$ cat src/rtl/fiford_pkg.sv
// Shared types and sizing helpers for the FIFO block reader.
package fiford_pkg;

  typedef enum logic [1:0] {
    IDLE = 2'd0,
    REQ  = 2'd1,
    WAIT = 2'd2,
    OUT  = 2'd3
  } state_e;

  localparam int DW_DEF    = 32;
  localparam int WORDS_DEF = 34;

  function automatic int wcnt_w(input int words);
    return $clog2(words + 1);
  endfunction

endpackage

$ cat src/rtl/fiford_tmo.sv
// Loadable down-counter that flags expiry on the last enabled count.
module fiford_tmo #(
  parameter int TMO = 15
) (
  input  logic clk,
  input  logic rst_n,
  input  logic load_i,
  input  logic en_i,
  output logic expire_o
);

  localparam int CW = $clog2(TMO + 1);

  logic [CW-1:0] cnt_q, cnt_d;

  always_comb begin
    cnt_d = cnt_q;
    if (load_i) begin
      cnt_d = CW'(TMO);
    end else if (en_i && (cnt_q != '0)) begin
      cnt_d = cnt_q - CW'(1);
    end
  end

  always_ff @(posedge clk) begin
    if (!rst_n) begin
      cnt_q <= '0;
    end else begin
      cnt_q <= cnt_d;
    end
  end

  assign expire_o = en_i && (cnt_q == CW'(1));

endmodule

$ cat src/rtl/fifo_block_reader.sv
// Pops FIFO words one get at a time and packs WORDS of them into a rate block.
// Optional WAIT timeout enabled by defining FIFORD_TMO_EN.
module fifo_block_reader
  import fiford_pkg::*;
#(
  parameter int DW    = DW_DEF,
  parameter int WORDS = WORDS_DEF
`ifdef FIFORD_TMO_EN
  ,
  parameter int TMO   = 15
`endif
) (
  input  logic                       rdclk,
  input  logic                       rdrst,
  input  logic                       fifordy,
  output logic                       fifoget,
  input  logic                       fifovld,
  input  logic [DW-1:0]              fifodout,
  input  logic                       flush,
  output logic [WORDS*DW-1:0]        blk_data,
  output logic                       blk_vld,
  input  logic                       blk_rdy,
  output logic [wcnt_w(WORDS)-1:0]   wcnt,
  output logic                       rderr
);

  localparam int CW = wcnt_w(WORDS);

  state_e                state_q, state_d;
  logic                  fifoget_q, fifoget_d;
  logic [CW-1:0]         wcnt_q, wcnt_d;
  logic [WORDS*DW-1:0]   blk_q, blk_d;
  logic                  rderr_q, rderr_d;
  logic                  drop_q, drop_d;
  logic                  wr;
  logic                  tmo_exp;

`ifdef FIFORD_TMO_EN
  fiford_tmo #(.TMO(TMO)) u_tmo (
    .clk      (rdclk),
    .rst_n    (rdrst),
    .load_i   (state_q == REQ),
    .en_i     ((state_q == WAIT) && !fifovld),
    .expire_o (tmo_exp)
  );
`else
  assign tmo_exp = 1'b0;
`endif

  always_comb begin
    state_d = state_q;
    wcnt_d  = wcnt_q;
    blk_d   = blk_q;
    rderr_d = rderr_q;
    drop_d  = drop_q;
    wr      = 1'b0;

    // A data beat outside WAIT is either the orphan of an abandoned get or a protocol error.
    if (fifovld && (state_q != WAIT)) begin
      if (drop_q) drop_d  = 1'b0;
      else        rderr_d = 1'b1;
    end

    unique case (state_q)
      IDLE: if (fifordy && !drop_q) state_d = REQ;
      REQ:  state_d = WAIT;
      WAIT: begin
        if (fifovld) begin
          wr     = 1'b1;
          wcnt_d = (wcnt_q == CW'(WORDS)) ? wcnt_q : wcnt_q + CW'(1);
          if (wcnt_q == CW'(WORDS - 1)) state_d = OUT;
          else if (fifordy)             state_d = REQ;
          else                          state_d = IDLE;
        end else if (tmo_exp) begin
          rderr_d = 1'b1;
          drop_d  = 1'b1;
          state_d = IDLE;
        end
      end
      OUT: begin
        if (blk_rdy) begin
          wcnt_d  = '0;
          state_d = IDLE;
        end
      end
      default: state_d = IDLE;
    endcase

    if (flush) begin
      state_d = IDLE;
      wcnt_d  = '0;
      wr      = 1'b0;
      if ((state_q == REQ) || ((state_q == WAIT) && !fifovld)) drop_d = 1'b1;
    end

    if (wr) begin
      for (int k = 0; k < WORDS; k++) begin
        if (wcnt_q == CW'(k)) blk_d[k*DW +: DW] = fifodout;
      end
    end

    fifoget_d = (state_d == REQ);
  end

  always_ff @(posedge rdclk) begin
    if (!rdrst) begin
      state_q   <= IDLE;
      fifoget_q <= 1'b0;
      wcnt_q    <= '0;
      blk_q     <= '0;
      rderr_q   <= 1'b0;
      // A get issued before reset still owes one data beat; swallow it quietly.
      drop_q    <= ((state_q == REQ) || (state_q == WAIT) || drop_q) && !fifovld;
    end else begin
      state_q   <= state_d;
      fifoget_q <= fifoget_d;
      wcnt_q    <= wcnt_d;
      blk_q     <= blk_d;
      rderr_q   <= rderr_d;
      drop_q    <= drop_d;
    end
  end

  assign fifoget  = fifoget_q;
  assign blk_data = blk_q;
  assign blk_vld  = (state_q == OUT);
  assign wcnt     = wcnt_q;
  assign rderr    = rderr_q;

endmodule

$ cat config.mk
export PLATFORM = sky130hd
export DESIGN_NAME = fifo_block_reader
export DESIGN_NICKNAME = d
export VERILOG_FILES = /design/src/rtl/fiford_pkg.sv /design/src/rtl/fiford_tmo.sv /design/src/rtl/fifo_block_reader.sv
export SDC_FILE = /design/constraint.sdc
export NUM_CORES = 2
export LEC_CHECK = 0
export BUFFER_PORTS_ARGS = -buffer_cell sky130_fd_sc_hd__buf_2
export CAP_MARGIN = 20
export CELL_PAD_IN_SITES_DETAIL_PLACEMENT = 1
export CELL_PAD_IN_SITES_GLOBAL_PLACEMENT = 2
export CORE_AREA = 2 2 439 441
export CTS_CLUSTER_DIAMETER = 200
export CTS_CLUSTER_SIZE = 25
export DETAILED_ROUTE_END_ITERATION = 10
export DIE_AREA = 0 0 441 443
export PLACE_DENSITY_LB_ADDON = 0.1
export RECOVER_POWER = 50
export SLEW_MARGIN = 20
export SYNTH_ARGS = -nofsm -noshare
export SYNTH_HDL_FRONTEND = slang
export SYNTH_SLANG_ARGS = --single-unit
$ cat constraint.sdc
create_clock -name rdclk -period 4.6 [get_ports rdclk]
set_clock_uncertainty 0.05 [all_clocks]
set_input_delay 0.46 -clock rdclk [delete_from_list [all_inputs] [get_ports rdclk]]
set_output_delay 0.46 -clock rdclk [all_outputs]
set_load 0.02 [all_outputs]
* Word-level counts from Yosys, hierarchy flattened
Index checks and enable logic that the tools add are counted.
** Storage, ports and cells
- Register bits :: 1099
- Input bits :: 38
- Word-level logic and storage cells :: 151
** Cells by class
- Add/subtract/negate cells :: 1
- Equal/unequal tests :: 42
- Multiplexer cells :: 18
- Bitwise logic cells :: 2
- Reduce and logical (&&, ||, !) cells :: 49
** Operators by type and width (count)
- 6-bit by 5-bit equality test with 1-bit output (second input constant) :: 16
- 2-bit AND reduction :: 35
- 6-bit by 4-bit equality test with 1-bit output (second input constant) :: 8
- 6-bit by 3-bit equality test with 1-bit output (second input constant) :: 4
- 6-bit equality test (second input constant) :: 3
- 6-bit 2-to-1 mux :: 3
- 6-bit by 2-bit equality test with 1-bit output (second input constant) :: 2
- 6-bit one-hot mux with 2 select lines :: 1
- 2-bit 2-to-1 mux :: 5
- 1-bit 2-to-1 mux :: 8
- 2-bit one-hot mux with 4 select lines :: 1
- 6-bit by 1-bit adder with 6-bit output (second input constant) :: 1
- 6-bit by 1-bit equality test with 1-bit output (second input constant) :: 1
- 6-bit logical NOT :: 1
- 2-bit != test (second input constant) :: 3
- 2-bit by 1-bit equality test with 1-bit output (second input constant) :: 2
- 2-bit equality test (second input constant) :: 2
- 1-bit logical AND :: 4
- 4-bit AND reduction :: 1
- 1-bit logical OR :: 3
- 1-bit logical NOT :: 2
- 2-bit logical NOT :: 1
- 2-bit by 1-bit != test with 1-bit output (second input constant) :: 1
- 1-bit NOT :: 2
- other kinds (2) :: 2

* Longest topological paths before layout
- Depth after elaboration :: 6
- Gate-level depth with buffers :: 10
- Gate-level depth less buffers :: 6

* Worst setup path after synthesis
Ideal clock, no wire load.
- Path type :: register to register
- From :: reg wcnt_q[1] (netlist: wcnt[1])
- To :: reg blk_q[76] (netlist: blk_data[76])
- Library setup time :: 0.123 ns
- Arrival :: 2.046 ns
- Slack :: 2.381 ns
- Cell stages (with the launch flop) :: 8
- Path buffers :: 2
- Cell sequence :: dfxtp_1 > ha_1 > or3b_1 > or4_1 > buf_4 > buf_6 > nand3_1 > o21ai_0
** On the way
- Cells in the longest elaborated chain, start to end :: 2
** RTL lines
- start: declaration :: RTL line fifo_block_reader.sv:31 : logic [CW-1:0] wcnt_q, wcnt_d;
- start signal: assignment :: RTL line fifo_block_reader.sv:117 : wcnt_q <= wcnt_d;
- 6-bit by 2-bit equality test with 1-bit output :: RTL line fifo_block_reader.sv:98 : if (wcnt_q == CW'(k)) blk_d[k*DW +: DW] = fifodout;
- 2-bit AND reduction (no line)
- end signal: assignment :: RTL line fifo_block_reader.sv:118 : blk_q <= blk_d;
- end: declaration :: RTL line fifo_block_reader.sv:32 : logic [WORDS*DW-1:0] blk_q, blk_d;
No other way between the ends.
A chain may end at the register's enable or synchronous reset.

* Worst setup path after layout
- From :: reg state_q[0]
- To :: reg blk_q[617] (netlist: blk_data[617])
** On the way
- Cells in the longest elaborated chain, start to end :: 4
** RTL lines
- start: declaration :: RTL line fifo_block_reader.sv:29 : state_e state_q, state_d;
- start signal: assignment :: RTL line fifo_block_reader.sv:115 : state_q <= state_d;
- 2-bit equality test :: RTL line fifo_block_reader.sv:64 : unique case (state_q)
- 1-bit 2-to-1 mux :: RTL line fifo_block_reader.sv:64
- 1-bit 2-to-1 mux :: RTL line fifo_block_reader.sv:89 : if (flush) begin
- 2-bit AND reduction (no line)
No other way between the ends.

==> impl_metrics.ini <==
[critical_path]
crit_arrival_ns = 3.80
path_delay_family = simple AND/OR/NAND/NOR gates
required_ns = 5.10
end_kind = flip-flop
slowest_stage = nand3_2
cp_max_fo = 19
crit_path_max_incr_delay_ns = 0.69
startpoint_type = flip-flop
path_class = flip-flop to flip-flop
crit_top_cell = buf_4
crit_chain = inv_1, ha_1, nand3b_4, nor3b_2, buf_4, nand3_2, buf_4, mux2i_1
path_buf_inv = 3

[routing]
drt_pre_antenna_iters = 7
route.vias.total = 32305
drc_errors = 0
drt_iter0_drc = 1429
viasPerCell = 4.271
finalWirelength_mm = 213.1
wl_per_cell_um = 28.18
ant_nets = 0

[power]
cellLeakagePower_nw = 18.16
powerDensity_nw_per_um2 = 325.2
vdd_drop_max_uv = 264.3

[final_layout]
nNetsFinal = 5076
nFillCells = 22499
final_common_cell = nand2_1
regArea_um2 = 22000
drive_gt1_frac = 0.05008
final_cells = 7563
layout_common_cells = nand2_1, dfxtp_1, clkbuf_1, mux2i_1, a21boi_0
layout-area-overhead-vs-synth_pct = 19.64
multiInputGateArea_um2 = 16480

[clocking]
clkSlewWorstSetupHoldPaths_ns = 0.11
cts_tree = yes
clkSinkCount = 1099
clkLatencyLatePin_ns = 0.70
post_cts_buffers = 0
cts_buffer_depth = 3
cts_resized = 0
root_buffer = clkbuf_16
cts_inserted_buffers = 49
cts.htree.levels = 2
ctsHoldBuffers = 0

[timing]
fin_ws_ns = 1.292
tightest_slew_ns = 1.141
finalMaxSlewViolations = 0
hold_viol = 0
setup_viol_count_final = 0
period_share = 0.7190
slew-limit-headroom = 0.2390
rsz0062_at_grt = false
period_needed_ns = 3.308
fmax_mhz = 302.3
final.setup.tns_ns = 0

[placement]
pre_cts_ws_ns = 1.178
post-place-cells = 7505
numPortBuffers = 1134
gp_congestion = 0.7446
hpwl_mm = 147.6

[worst_hold_path]
min_path_type = primary input to flip-flop

[grt]
grt_pass1_vias = 32432
grt_pass1_wl_mm = 286.5
grt_max_degree = 127
antenna_found_initial = 14
gr-total-overflow = 0
track_usage = 0.2094

[synth]
synth_edf_count = 0
syn_area_um2 = 40130
async_flop_share = 0
yosysSeqAreaShare = 0.5482
syn_area_per_cell_um2 = 9.675
synth.distinct_cells = 48
syn_nets = 4194
synth_flop_cell = dfxtp_1
ys.warnings.count = 0
syn-instance-count = 4148
synth_seq_cells = 1099

[floorplanning]
dieArea_um2 = 195400
die_y_um = 443
start_util = 0.2099
core_um2 = 191200
io_pins = 1135
rows = 161
die_w_um = 441

[run]
maxCapViolCount = 0

[outcome]
status = finished, final reports clean
==> cell usage after synthesis (2+ instances only) <==
cell      count  area [um^2]
a31oi_1       2        12.51
nand4_1       6        37.54
a311oi_1      2        17.52
buf_2        66        330.3
nand3_4       4        70.07
or3_1         5        31.28
dfxtp_1    1099        22000
o21ai_0      39        195.2
buf_4        35        262.8
nor2_2        9        56.30
o31ai_1       3        22.52
nand3_1      73        365.4
and3_1        3        18.77
a21boi_0    172         1291
ha_1          8        100.1
a21boi_1    149         1119
o211ai_1      3        22.52
nand2_1    1389         5214
and3b_1       2        17.52
o21ai_1      30        150.1
nand2_2       4        25.02
mux2i_1     705         7057
a21o_1        2        15.01
nor2_1        4        15.01
nor3_2        7        70.07
nor3b_2       3        37.54
or3b_1        2        17.52
and4_1        2        17.52
inv_1         5        18.77
nand2b_1     10        62.56
nor2b_1       8        50.05
buf_1         7        26.28
clkbuf_1    247        927.1
buf_6        29        326.6
==> layout make-up <==
cell class                      count  area share
Sequential cell                  1099      0.4582
Antenna cell                        5   0.0002606
Inverter                            5   0.0003909
Clock buffer                       52     0.02666
Multi-Input combinational cell   2660      0.3432
Tap cell                         2526     0.06582
Timing Repair Buffer             1215      0.1053
Clock inverter                      1   0.0001824
==> tightest hold or removal path, stage by stage <==
cell and delay, ns:
buf_2 0.21, nand2_1 0.10, a21boi_1 0.05
==> worst paths after layout <==
path                              start                          to  slack (ns)  depth (start not counted)
min reg2reg  blk_data[645]$_SDFFE_PN0P_  blk_data[645]$_SDFFE_PN0P_        0.41                          2
min                        fifodout[26]  blk_data[666]$_SDFFE_PN0P_        0.13                          3
max               state_q[0]$_SDFF_PN0_  blk_data[617]$_SDFFE_PN0P_        1.29                          8
max reg2reg       state_q[0]$_SDFF_PN0_  blk_data[617]$_SDFFE_PN0P_        1.29                          8
==> flip-flops by register name, summed over array words and instances, names as in the netlist <==
signal    cells
wcnt          6
fifoget       1
drop_q        1
rderr         1
blk_data   1088
state_q       2
==> layer usage <==
layer  GRT usage  part of all wire  vias up
met2      0.3810              0.50      698
met4     0.05466             0.034        0
met3     0.04887             0.054      198
met1      0.2429              0.41    16179
met5           0                 0        -
li1            -                 -    15230
==> cell families after synthesis <==
| family | count (synthesis) | share of synthesized area |
|---|---|---|
| adder cells (fa/ha/maj) | 8 | 0.002494 |
| AND/OR/NAND/NOR | 1540 | 0.1545 |
| buffers and inverters | 389 | 0.04714 |
| flip-flops | 1099 | 0.5482 |
| AO/OA/AOI/OAI | 407 | 0.07183 |
| multiplexers | 705 | 0.1758 |
==> per-stage QoR <==
stage / total power, mW / area [um^2] / utilization / hold WS [ns]
6_report: 15.62 / 48010 / 0.2512 / 0.1272
5_1_grt: 16.26 / 48010 / 0.2511 / 0.1021
4_1_cts: 16.00 / 49370 / 0.2583 / 0.05888
3_5_place_dp: 10.46 / 48080 / 0.2515 / 0.3933
3_3_place_gp: 10.46 / 48080 / 0.2515 / 0.3883
2_1_floorplan: 10.05 / 40130 / - / 0.4755
==> report_power, final <==
group / total, mW / leakage (nW) / switching, mW / internal (mW)
logic: 0.677 / 8.68 / 0.560 / 0.116
registers: 9.52 / 8.85 / 0.00416 / 9.52
clock network: 5.42 / 0.634 / 3.42 / 2.00
total: 15.6 / 18.2 / 3.98 / 11.6
No activity file was read; power rests on OpenSTA's default activity.
